[src/rtl/vga_scanout_pkg.sv]
`default_nettype none
// ============================================================================
// Module      : vga_scanout_pkg
// Description : Shared constants and helpers for the VGA scanout block.
//               Holds the default 640x480@60 timing/window set plus constant
//               functions for total/max counter values, sync boundaries,
//               words-per-line, pixels-per-word and log2.
// Revision    : 1.0 - initial release
// ============================================================================
package vga_scanout_pkg;

    // Default 640x480@60 timing with a 512x256 1-bpp window centred on screen
    localparam int DEF_H_DISPLAY = 640;
    localparam int DEF_H_FRONT   = 16;
    localparam int DEF_H_SYNC    = 96;
    localparam int DEF_H_BACK    = 48;
    localparam int DEF_V_DISPLAY = 480;
    localparam int DEF_V_BOTTOM  = 11;
    localparam int DEF_V_SYNC    = 2;
    localparam int DEF_V_TOP     = 31;
    localparam int DEF_WIN_X     = 64;
    localparam int DEF_WIN_Y     = 112;
    localparam int DEF_WIN_W     = 512;
    localparam int DEF_WIN_H     = 256;

    // Last counter value of a line/frame (H_MAX / V_MAX)
    function automatic int count_max(input int disp, input int porch_a,
                                     input int sync, input int porch_b);
        return disp + porch_a + sync + porch_b - 1;
    endfunction

    // First counter value of the sync pulse
    function automatic int sync_start(input int disp, input int porch_a);
        return disp + porch_a;
    endfunction

    // First counter value after the sync pulse
    function automatic int sync_end(input int disp, input int porch_a, input int sync);
        return disp + porch_a + sync;
    endfunction

    // VRAM words per window line
    function automatic int words_per_line(input int win_w, input int scale,
                                          input int bpp, input int data_w);
        return win_w / scale * bpp / data_w;
    endfunction

    // Pixels packed into one VRAM word
    function automatic int pix_per_word(input int data_w, input int bpp);
        return data_w / bpp;
    endfunction

    // ceil(log2(value)); exact log2 for powers of two
    function automatic int log2_ceil(input int value);
        int r;
        r = 0;
        while ((1 << r) < value) r++;
        return r;
    endfunction

    // Bit width needed to hold 0..value-1, never less than one
    function automatic int width_of(input int value);
        int r;
        r = log2_ceil(value);
        return (r < 1) ? 1 : r;
    endfunction

endpackage
`default_nettype wire

[src/rtl/vga_scanout_if.sv]
`default_nettype none
// ============================================================================
// Module      : vga_scanout_if
// Description : Bundle between the scanout engine, its VRAM read port and the
//               VGA pins / palette DAC.
//   base_addr    : frame base word address (into scanout)
//   data_vram    : VRAM read data, one clock after address_vram (into scanout)
//   address_vram : VRAM word address (from scanout)
//   hsync/vsync  : sync outputs (from scanout)
//   de           : visible-area strobe (from scanout)
//   pixel        : pixel index (from scanout)
//   frame_start  : pulse with output of position (0,0) (from scanout)
//   Modports     : master = scanout engine, slave = VRAM/board side
// Revision    : 1.0 - initial release
// ============================================================================
interface vga_scanout_if #(
    parameter int ADDR_W = 13,
    parameter int DATA_W = 16,
    parameter int BPP    = 1
);
    logic [ADDR_W-1:0] base_addr;
    logic [DATA_W-1:0] data_vram;
    logic [ADDR_W-1:0] address_vram;
    logic              hsync;
    logic              vsync;
    logic              de;
    logic [BPP-1:0]    pixel;
    logic              frame_start;

    modport master (
        input  base_addr, data_vram,
        output address_vram, hsync, vsync, de, pixel, frame_start
    );

    modport slave (
        output base_addr, data_vram,
        input  address_vram, hsync, vsync, de, pixel, frame_start
    );
endinterface
`default_nettype wire

[src/rtl/vga_timing_gen.sv]
`default_nettype none
// ============================================================================
// Module      : vga_timing_gen
// Description : Horizontal/vertical counters and the raw (unregistered,
//               polarity-free) flags derived from them.
//   clk, rst   : pixel clock, synchronous active-high reset
//   o_xoff     : h - WIN_X (modulo counter width)
//   o_yoff     : v - WIN_Y (modulo counter width)
//   o_hact     : h inside the hsync pulse
//   o_vact     : v inside the vsync pulse
//   o_de       : h,v inside the visible area
//   o_in_win   : h,v inside the pixel window
//   o_wrap     : counters at (H_MAX,V_MAX); next edge returns to (0,0)
//   o_origin   : counters at (0,0)
// Revision    : 1.0 - initial release
// ============================================================================
module vga_timing_gen
    import vga_scanout_pkg::*;
#(
    parameter int H_DISPLAY = DEF_H_DISPLAY,
    parameter int H_FRONT   = DEF_H_FRONT,
    parameter int H_SYNC    = DEF_H_SYNC,
    parameter int H_BACK    = DEF_H_BACK,
    parameter int V_DISPLAY = DEF_V_DISPLAY,
    parameter int V_BOTTOM  = DEF_V_BOTTOM,
    parameter int V_SYNC    = DEF_V_SYNC,
    parameter int V_TOP     = DEF_V_TOP,
    parameter int WIN_X     = DEF_WIN_X,
    parameter int WIN_Y     = DEF_WIN_Y,
    parameter int WIN_W     = DEF_WIN_W,
    parameter int WIN_H     = DEF_WIN_H,
    parameter int H_W       = 10,
    parameter int V_W       = 10
) (
    input  logic           clk,
    input  logic           rst,
    output logic [H_W-1:0] o_xoff,
    output logic [V_W-1:0] o_yoff,
    output logic           o_hact,
    output logic           o_vact,
    output logic           o_de,
    output logic           o_in_win,
    output logic           o_wrap,
    output logic           o_origin
);

    localparam logic [H_W-1:0] C_H_MAX    = H_W'(count_max(H_DISPLAY, H_FRONT, H_SYNC, H_BACK));
    localparam logic [V_W-1:0] C_V_MAX    = V_W'(count_max(V_DISPLAY, V_BOTTOM, V_SYNC, V_TOP));
    localparam logic [H_W-1:0] C_HS_START = H_W'(sync_start(H_DISPLAY, H_FRONT));
    localparam logic [H_W-1:0] C_HS_END   = H_W'(sync_end(H_DISPLAY, H_FRONT, H_SYNC));
    localparam logic [V_W-1:0] C_VS_START = V_W'(sync_start(V_DISPLAY, V_BOTTOM));
    localparam logic [V_W-1:0] C_VS_END   = V_W'(sync_end(V_DISPLAY, V_BOTTOM, V_SYNC));
    localparam logic [H_W-1:0] C_H_DISP   = H_W'(H_DISPLAY);
    localparam logic [V_W-1:0] C_V_DISP   = V_W'(V_DISPLAY);
    localparam logic [H_W-1:0] C_WIN_X    = H_W'(WIN_X);
    localparam logic [V_W-1:0] C_WIN_Y    = V_W'(WIN_Y);
    localparam logic [H_W-1:0] C_WIN_W    = H_W'(WIN_W);
    localparam logic [V_W-1:0] C_WIN_H    = V_W'(WIN_H);

    logic [H_W-1:0] r_h;
    logic [V_W-1:0] r_v;
    logic           w_h_last;
    logic           w_v_last;

    assign w_h_last = (r_h == C_H_MAX);
    assign w_v_last = (r_v == C_V_MAX);

    always_ff @(posedge clk) begin
        if (rst) begin
            r_h <= '0;
            r_v <= '0;
        end else if (w_h_last) begin
            r_h <= '0;
            r_v <= w_v_last ? '0 : r_v + 1'b1;
        end else begin
            r_h <= r_h + 1'b1;
        end
    end

    // Offsets wrap below the window start, so a single unsigned compare
    // against the window size covers both window edges (and works for WIN_X=0).
    assign o_xoff   = r_h - C_WIN_X;
    assign o_yoff   = r_v - C_WIN_Y;
    assign o_in_win = (o_xoff < C_WIN_W) && (o_yoff < C_WIN_H);

    assign o_hact   = (r_h >= C_HS_START) && (r_h < C_HS_END);
    assign o_vact   = (r_v >= C_VS_START) && (r_v < C_VS_END);
    assign o_de     = (r_h < C_H_DISP) && (r_v < C_V_DISP);
    assign o_wrap   = w_h_last && w_v_last;
    assign o_origin = (r_h == '0) && (r_v == '0);

endmodule
`default_nettype wire

[src/rtl/vga_scanout.sv]
`default_nettype none
// ============================================================================
// Module      : vga_scanout
// Description : VGA timing plus windowed packed-pixel fetch from a
//               synchronous-read VRAM. Fixed two-clock latency from counter
//               position to every output, so sync and pixel never skew.
//   clk, rst : pixel clock, synchronous active-high reset
//   bus      : vga_scanout_if.master (base_addr, data_vram in;
//              address_vram, hsync, vsync, de, pixel, frame_start out)
// Revision    : 1.0 - initial release
// ============================================================================
module vga_scanout
    import vga_scanout_pkg::*;
#(
    parameter int H_DISPLAY = DEF_H_DISPLAY,
    parameter int H_FRONT   = DEF_H_FRONT,
    parameter int H_SYNC    = DEF_H_SYNC,
    parameter int H_BACK    = DEF_H_BACK,
    parameter int V_DISPLAY = DEF_V_DISPLAY,
    parameter int V_BOTTOM  = DEF_V_BOTTOM,
    parameter int V_SYNC    = DEF_V_SYNC,
    parameter int V_TOP     = DEF_V_TOP,
    parameter int HSYNC_POL = 0,
    parameter int VSYNC_POL = 0,
    parameter int WIN_X     = DEF_WIN_X,
    parameter int WIN_Y     = DEF_WIN_Y,
    parameter int WIN_W     = DEF_WIN_W,
    parameter int WIN_H     = DEF_WIN_H,
    parameter int BPP       = 1,
    parameter int SCALE     = 1,
    parameter int DATA_W    = 16,
    parameter int ADDR_W    = 13
) (
    input  logic          clk,
    input  logic          rst,
    vga_scanout_if.master bus
);

    localparam int H_W      = width_of(count_max(H_DISPLAY, H_FRONT, H_SYNC, H_BACK) + 1);
    localparam int V_W      = width_of(count_max(V_DISPLAY, V_BOTTOM, V_SYNC, V_TOP) + 1);
    localparam int WPL      = words_per_line(WIN_W, SCALE, BPP, DATA_W);
    localparam int PPW      = pix_per_word(DATA_W, BPP);
    localparam int PPW_SH   = log2_ceil(PPW);
    localparam int SCALE_SH = log2_ceil(SCALE);
    localparam int SEL_W    = width_of(PPW);

    localparam logic C_HS_ON = (HSYNC_POL != 0);
    localparam logic C_VS_ON = (VSYNC_POL != 0);

    // ---------------------------------------------------------------- checks
    if (WIN_X + WIN_W > H_DISPLAY) begin : g_chk_win_x
        $error("vga_scanout: window exceeds H_DISPLAY");
    end
    if (WIN_Y + WIN_H > V_DISPLAY) begin : g_chk_win_y
        $error("vga_scanout: window exceeds V_DISPLAY");
    end
    if (((WIN_W / SCALE * BPP) % DATA_W) != 0) begin : g_chk_wpl
        $error("vga_scanout: window line is not a whole number of VRAM words");
    end
    if (BPP != 1 && BPP != 2 && BPP != 4) begin : g_chk_bpp
        $error("vga_scanout: BPP must be 1, 2 or 4");
    end
    if (SCALE != 1 && SCALE != 2) begin : g_chk_scale
        $error("vga_scanout: SCALE must be 1 or 2");
    end

    // ---------------------------------------------------------------- timing
    logic [H_W-1:0] w_xoff;
    logic [V_W-1:0] w_yoff;
    logic           w_hact;
    logic           w_vact;
    logic           w_de;
    logic           w_in_win;
    logic           w_wrap;
    logic           w_origin;

    vga_timing_gen #(
        .H_DISPLAY (H_DISPLAY),
        .H_FRONT   (H_FRONT),
        .H_SYNC    (H_SYNC),
        .H_BACK    (H_BACK),
        .V_DISPLAY (V_DISPLAY),
        .V_BOTTOM  (V_BOTTOM),
        .V_SYNC    (V_SYNC),
        .V_TOP     (V_TOP),
        .WIN_X     (WIN_X),
        .WIN_Y     (WIN_Y),
        .WIN_W     (WIN_W),
        .WIN_H     (WIN_H),
        .H_W       (H_W),
        .V_W       (V_W)
    ) u_timing (
        .clk      (clk),
        .rst      (rst),
        .o_xoff   (w_xoff),
        .o_yoff   (w_yoff),
        .o_hact   (w_hact),
        .o_vact   (w_vact),
        .o_de     (w_de),
        .o_in_win (w_in_win),
        .o_wrap   (w_wrap),
        .o_origin (w_origin)
    );

    // ------------------------------------------------------ address generation
    logic [ADDR_W-1:0] r_base;
    logic [H_W-1:0]    w_sx;
    logic [V_W-1:0]    w_sy;
    logic [SEL_W-1:0]  w_sel;
    logic [ADDR_W-1:0] w_addr_win;

    // The base is taken on the same edge the counters return to (0,0), so a
    // whole frame is always fetched from one buffer.
    always_ff @(posedge clk) begin
        if (rst || w_wrap) begin
            r_base <= bus.base_addr;
        end
    end

    assign w_sx  = w_xoff >> SCALE_SH;
    assign w_sy  = w_yoff >> SCALE_SH;
    assign w_sel = SEL_W'(32'(w_sx) & 32'(PPW - 1));

    // Sum is truncated to ADDR_W so the window wraps around the VRAM space.
    assign w_addr_win = r_base
                      + ADDR_W'(32'(w_sy) * 32'(WPL))
                      + ADDR_W'(32'(w_sx) >> PPW_SH);

    assign bus.address_vram = w_in_win ? w_addr_win : r_base;

    // ------------------------------------------------------------ stage 1
    // Holds the position flags while the VRAM performs its read.
    logic             r1_hact;
    logic             r1_vact;
    logic             r1_de;
    logic             r1_in_win;
    logic             r1_origin;
    logic [SEL_W-1:0] r1_sel;

    always_ff @(posedge clk) begin
        if (rst) begin
            r1_hact   <= 1'b0;
            r1_vact   <= 1'b0;
            r1_de     <= 1'b0;
            r1_in_win <= 1'b0;
            r1_origin <= 1'b0;
            r1_sel    <= '0;
        end else begin
            r1_hact   <= w_hact;
            r1_vact   <= w_vact;
            r1_de     <= w_de;
            r1_in_win <= w_in_win;
            r1_origin <= w_origin;
            r1_sel    <= w_sel;
        end
    end

    // ------------------------------------------------------------ stage 2
    logic [BPP-1:0] w_pix;
    logic           r_hsync;
    logic           r_vsync;
    logic           r_de;
    logic [BPP-1:0] r_pixel;
    logic           r_frame_start;

    // Pixels are packed LSB-first within the word.
    assign w_pix = BPP'(bus.data_vram >> (32'(r1_sel) * 32'(BPP)));

    always_ff @(posedge clk) begin
        if (rst) begin
            r_hsync       <= ~C_HS_ON;
            r_vsync       <= ~C_VS_ON;
            r_de          <= 1'b0;
            r_pixel       <= '0;
            r_frame_start <= 1'b0;
        end else begin
            r_hsync       <= r1_hact ? C_HS_ON : ~C_HS_ON;
            r_vsync       <= r1_vact ? C_VS_ON : ~C_VS_ON;
            r_de          <= r1_de;
            r_pixel       <= r1_in_win ? w_pix : '0;
            r_frame_start <= r1_origin;
        end
    end

    assign bus.hsync       = r_hsync;
    assign bus.vsync       = r_vsync;
    assign bus.de          = r_de;
    assign bus.pixel       = r_pixel;
    assign bus.frame_start = r_frame_start;

endmodule
`default_nettype wire

[src/flat_wrapper.sv]
// flat-port wrapper written by rule: the top's interface ports become plain ports
module vga_scanout_flat import vga_scanout_pkg::*;
#(
    parameter int H_DISPLAY = DEF_H_DISPLAY,
    parameter int H_FRONT   = DEF_H_FRONT,
    parameter int H_SYNC    = DEF_H_SYNC,
    parameter int H_BACK    = DEF_H_BACK,
    parameter int V_DISPLAY = DEF_V_DISPLAY,
    parameter int V_BOTTOM  = DEF_V_BOTTOM,
    parameter int V_SYNC    = DEF_V_SYNC,
    parameter int V_TOP     = DEF_V_TOP,
    parameter int HSYNC_POL = 0,
    parameter int VSYNC_POL = 0,
    parameter int WIN_X     = DEF_WIN_X,
    parameter int WIN_Y     = DEF_WIN_Y,
    parameter int WIN_W     = DEF_WIN_W,
    parameter int WIN_H     = DEF_WIN_H,
    parameter int BPP       = 1,
    parameter int SCALE     = 1,
    parameter int DATA_W    = 16,
    parameter int ADDR_W    = 13
)
  (clk, rst, bus_base_addr, bus_data_vram, bus_address_vram, bus_hsync, bus_vsync, bus_de, bus_pixel, bus_frame_start);
  vga_scanout_if #(.ADDR_W(ADDR_W), .DATA_W(DATA_W), .BPP(BPP)) bus_i ();
  input  logic clk;
  input  logic rst;
  input wire logic [$bits(bus_i.base_addr)-1:0] bus_base_addr;
  input wire logic [$bits(bus_i.data_vram)-1:0] bus_data_vram;
  output wire logic [$bits(bus_i.address_vram)-1:0] bus_address_vram;
  output wire logic [$bits(bus_i.hsync)-1:0] bus_hsync;
  output wire logic [$bits(bus_i.vsync)-1:0] bus_vsync;
  output wire logic [$bits(bus_i.de)-1:0] bus_de;
  output wire logic [$bits(bus_i.pixel)-1:0] bus_pixel;
  output wire logic [$bits(bus_i.frame_start)-1:0] bus_frame_start;
  assign bus_i.base_addr = bus_base_addr;
  assign bus_i.data_vram = bus_data_vram;
  assign bus_address_vram = bus_i.address_vram;
  assign bus_hsync = bus_i.hsync;
  assign bus_vsync = bus_i.vsync;
  assign bus_de = bus_i.de;
  assign bus_pixel = bus_i.pixel;
  assign bus_frame_start = bus_i.frame_start;
  vga_scanout #(.H_DISPLAY(H_DISPLAY), .H_FRONT(H_FRONT), .H_SYNC(H_SYNC), .H_BACK(H_BACK), .V_DISPLAY(V_DISPLAY), .V_BOTTOM(V_BOTTOM), .V_SYNC(V_SYNC), .V_TOP(V_TOP), .HSYNC_POL(HSYNC_POL), .VSYNC_POL(VSYNC_POL), .WIN_X(WIN_X), .WIN_Y(WIN_Y), .WIN_W(WIN_W), .WIN_H(WIN_H), .BPP(BPP), .SCALE(SCALE), .DATA_W(DATA_W), .ADDR_W(ADDR_W)) u_core (.clk(clk), .rst(rst), .bus(bus_i));
endmodule
[config.mk]
export PLATFORM = sky130hd
export DESIGN_NAME = vga_scanout_flat
export DESIGN_NICKNAME = d
export VERILOG_FILES = /design/src/rtl/vga_scanout_pkg.sv /design/src/rtl/vga_scanout_if.sv /design/src/rtl/vga_timing_gen.sv /design/src/rtl/vga_scanout.sv /design/src/flat_wrapper.sv
export SDC_FILE = /design/constraint.sdc
export NUM_CORES = 1
export LEC_CHECK = 0
export ABC_AREA = 0
export BUFFER_PORTS_ARGS = -buffer_cell sky130_fd_sc_hd__buf_2
export CAP_MARGIN = 5
export CELL_PAD_IN_SITES_DETAIL_PLACEMENT = 1
export CELL_PAD_IN_SITES_GLOBAL_PLACEMENT = 2
export CORE_AREA = 2 2 101 103
export CTS_BUF_LIST = sky130_fd_sc_hd__clkbuf_4
export CTS_CLUSTER_SIZE = 40
export DETAILED_ROUTE_END_ITERATION = 10
export DIE_AREA = 0 0 103 105
export PLACE_DENSITY_LB_ADDON = 0.1
export SYNTH_ARGS = -nofsm -noshare
export SYNTH_HDL_FRONTEND = slang
export SYNTH_HIERARCHICAL = 1
export SYNTH_SLANG_ARGS = --single-unit
[constraint.sdc]
create_clock -name clk -period 2.7 [get_ports clk]
set_input_delay 0.27 -clock clk [delete_from_list [all_inputs] [get_ports clk]]
set_output_delay 0.27 -clock clk [all_outputs]
set_load 0.02 [all_outputs]
==> metrics <==
Antenna Cells 0; type of destination of the critical path output pin; status finished, violations left; wl on met1 3.70 mm; Post-Syn Instances 328; Required @ worst endpoint 2.43 ns; ys flop type dfxtp_1; Final Critical Period 3.41 ns; post-route cell area 4180 µm²; DPL Wire Length 5.98 mm; # Max-Cap Violations 0; switch share 29.6%; Routed wire per std cell 14.5 µm; Routed WL 7.84 mm; drt drc 0; number of synthesized flops with an enable pin 13; area delta synth->final 33.4%; die width 103 µm; I/O Pins 49; reg2reg start u_core/u_timing/r_h[6]; worst hold path class in2reg; Synth cell types 51; drt first pass iters 4; Post-Syn Area 3130 µm²; FP Rows 36; vias in the first global route 2645; period utilisation layout 126%; CTS Buffer Depth 2; Core ar. 9640 µm²; WHS Path Cells 1; DP Area 3760 µm²; DR top layer met4; GR Util All Layers 14.8%; CTS Buf Count 5; syn_area_per_cell 9.55 µm²; Post-Syn Nets 395; vias per inst 4.81; slew margin rel. 72.4%; Largest stage delay, worst path 0.49 ns; Comb pwr share 22.3%; Worst Skew 0.0314 ns; Clock Power Share 24.5%; DR iter-0 viols 37; share of cells above drive strength 1 36.8%; via count 2600; Net Switching 431 µW; WP data arrival 3.14 ns; register area share after synthesis 34.2%; RSZ-0062 raised after global routing true; top post-synthesis cells by area dfxtp_1 22%, ha_1 14%, edfxtp_1 12%; post-synth top area cell dfxtp_1; Clk pin slew, worst setup/hold paths 0.17 ns; async set or reset register ratio after synthesis 0%; Worst VDD drop 0.170 mV; Startpoint Class flop; top cell type's share of synthesized area 21.7%; Worst R2R End u_core/u_timing/r_v[9]; Cell Chain, Critical Path nor3_2, xor2_1, inv_1, fa_1, inv_2, ha_4, o211ai_1, o211ai_1, nand4_1, mux2_2, o2111ai_2, buf_4; DR WL met2 3.94 mm; PortBufs 48; #FFs+latches synth 47; internal power 1030 µW; Slowest-stage cell, CP fa_1; NumNets Final 474; pwr dens 349 nW/µm²; CP Class reg2out; largest net degree at the start of global routing 22; sequential share of power 53.3%; Max Slew Vio Count 0; most frequent CP cell o211ai_1; Die Span Y 105 µm; Worst Tran Pin Value 0.410 ns; clk sinks 47; CTS tree yes; clock latency on the worst-skew pair 0.39 ns; starting density of the core 32.5%; synth cell count leaders 34 x dfxtp_1, 34 x ha_1, 25 x nor2_1, 20 x inv_1, 20 x nand2_1; Worst Hold Endpoint u_core/r_base[0]; fmax 0.293 GHz; setup ws final -0.714 ns; r2r worst-path depth 8; post-layout util 43.4%; Clock Tree Root clkbuf_4; RePlAce Congestion 0.775; hold path startpoint bus_base_addr[0]; routed wl met3 131 µm; synth warn 6; DRT antenna net count 0; Die Area 10800 µm²; Overflow after GRT 0; Pleak 0.00175 µW; Final setup viols 9; final hold viol count 0; hold_buf cts 0; crit path max fanout 4; first-pass GRT wire length 12.7 mm; H-tree levels 2; initial antenna violation count 0; reg-to-reg setup timing slack 0.54 ns; failing checks setup timing
==> how the worst max path moves through the flow <==
stage	start	end	slack, ns	depth (start not counted)
floorplan	u_core/u_timing/r_h[8]	bus_address_vram[11]	-0.13	12
global placement	u_core/u_timing/r_h[6]	bus_address_vram[11]	-0.28	12
detailed placement	u_core/u_timing/r_h[6]	bus_address_vram[11]	-0.32	12
CTS	u_core/u_timing/r_h[6]	bus_address_vram[12]	-0.74	12
global route	u_core/u_timing/r_h[6]	bus_address_vram[12]	-0.92	12
finish	u_core/u_timing/r_h[6]	bus_address_vram[12]	-0.71	12
==> kinds of logic (layout without fill, tap and decap cells) <==
group,count (synthesis),count (layout),share of synthesized area [%]
flip-flops,47,47,34.2
buffers and inverters,43,123,6.47
AO/OA/AOI/OAI,45,45,9.31
XOR/XNOR,27,27,7.55
AND/OR/NAND/NOR,117,117,20.7
multiplexers,13,13,6.91
adder cells (fa/ha/maj),36,36,14.9
==> repair_timing <==
action,in CTS,in global routing
buffers inserted,3,8
setup endpoints to repair,12,13
gates cloned,0,1
pin swaps,5,10
gates resized for setup,29,27
==> power by group through the flow <==
stage | sequential [µW] | clock, µW | combinational, µW
6_report | 776 | 357 | 324
5_1_grt | 780 | 406 | 359
4_1_cts | 778 | 383 | 310
3_5_place_dp | 791 | 0 | 285
3_3_place_gp | 791 | 0 | 280
2_1_floorplan | 783 | 0 | 189
==> through the flow <==
stage	TNS, ns	power (µW)	hold slack, ns	std cells	worst slack, ns
floorplan	-0.284	972	0.339	328	-0.132
global placement	-1.26	1070	0.364	522	-0.277
detailed placement	-1.59	1080	0.366	522	-0.319
CTS	-4.81	1470	0.0182	533	-0.737
global route	-6.37	1540	0.00683	541	-0.922
finish	-4.59	1460	0.0414	541	-0.714
==> sequential cells by signal, summed over array words and instances (netlist names), 4 cells and up <==
| register | cells |
|---|---|
| u_core/u_timing/r_h | 10 |
| u_core/r1_sel | 4 |
| u_core/r_base | 13 |
| u_core/u_timing/r_v | 10 |
==> critical path, delay by kind of cell (launching register included) <==
family	cells	cell delay, ns
buffers and inverters	3	0.27
xor gates and xnor gates	1	0.19
AOI/OAI and AO/OA	3	0.42
and+or+nand+nor	2	0.41
DFF	1	0.36
muxes	1	0.34
adders and majority gates	2	0.76
==> cell usage in the layout, fill, tap and decap left out, drive strengths merged, types with 2 or more instances in the layout <==
cell,n
o311ai,2
clkinv,2
dfxtp,34
nand4b,4
nand3,11
a21oi,16
nor2,25
mux2,7
ha,34
nand4,10
o21a,4
o211ai,3
clkbuf,6
and3,6
a21o,2
nor4,5
fa,2
or3,3
nand2,20
buf,94
o21ai,8
a221oi,2
inv,21
mux4,5
xor2,11
edfxtp,13
nor3,10
or2,2
nor2b,11
nand2b,3
nor4b,2
xnor2,16
==> layout make-up <==
| class | instances | area (µm²) |
|---|---|---|
| repair buffers | 95 | 692 |
| clock inverters | 3 | 22.5 |
| multi-input cells | 238 | 2100 |
| clock buffers | 5 | 37.5 |
| inverters | 20 | 80.1 |
| fillers | 1131 | 5460 |
| flip-flops and latches | 47 | 1080 |
| well taps | 133 | 166 |
==> per-layer routing <==
layer	global-route usage, %	vias up
met5	0	-
met4	3.67	0
met3	2.41	6
met2	25.0	24
met1	19.6	1250
li1	-	1320
Power figures use the tool's default switching activity.
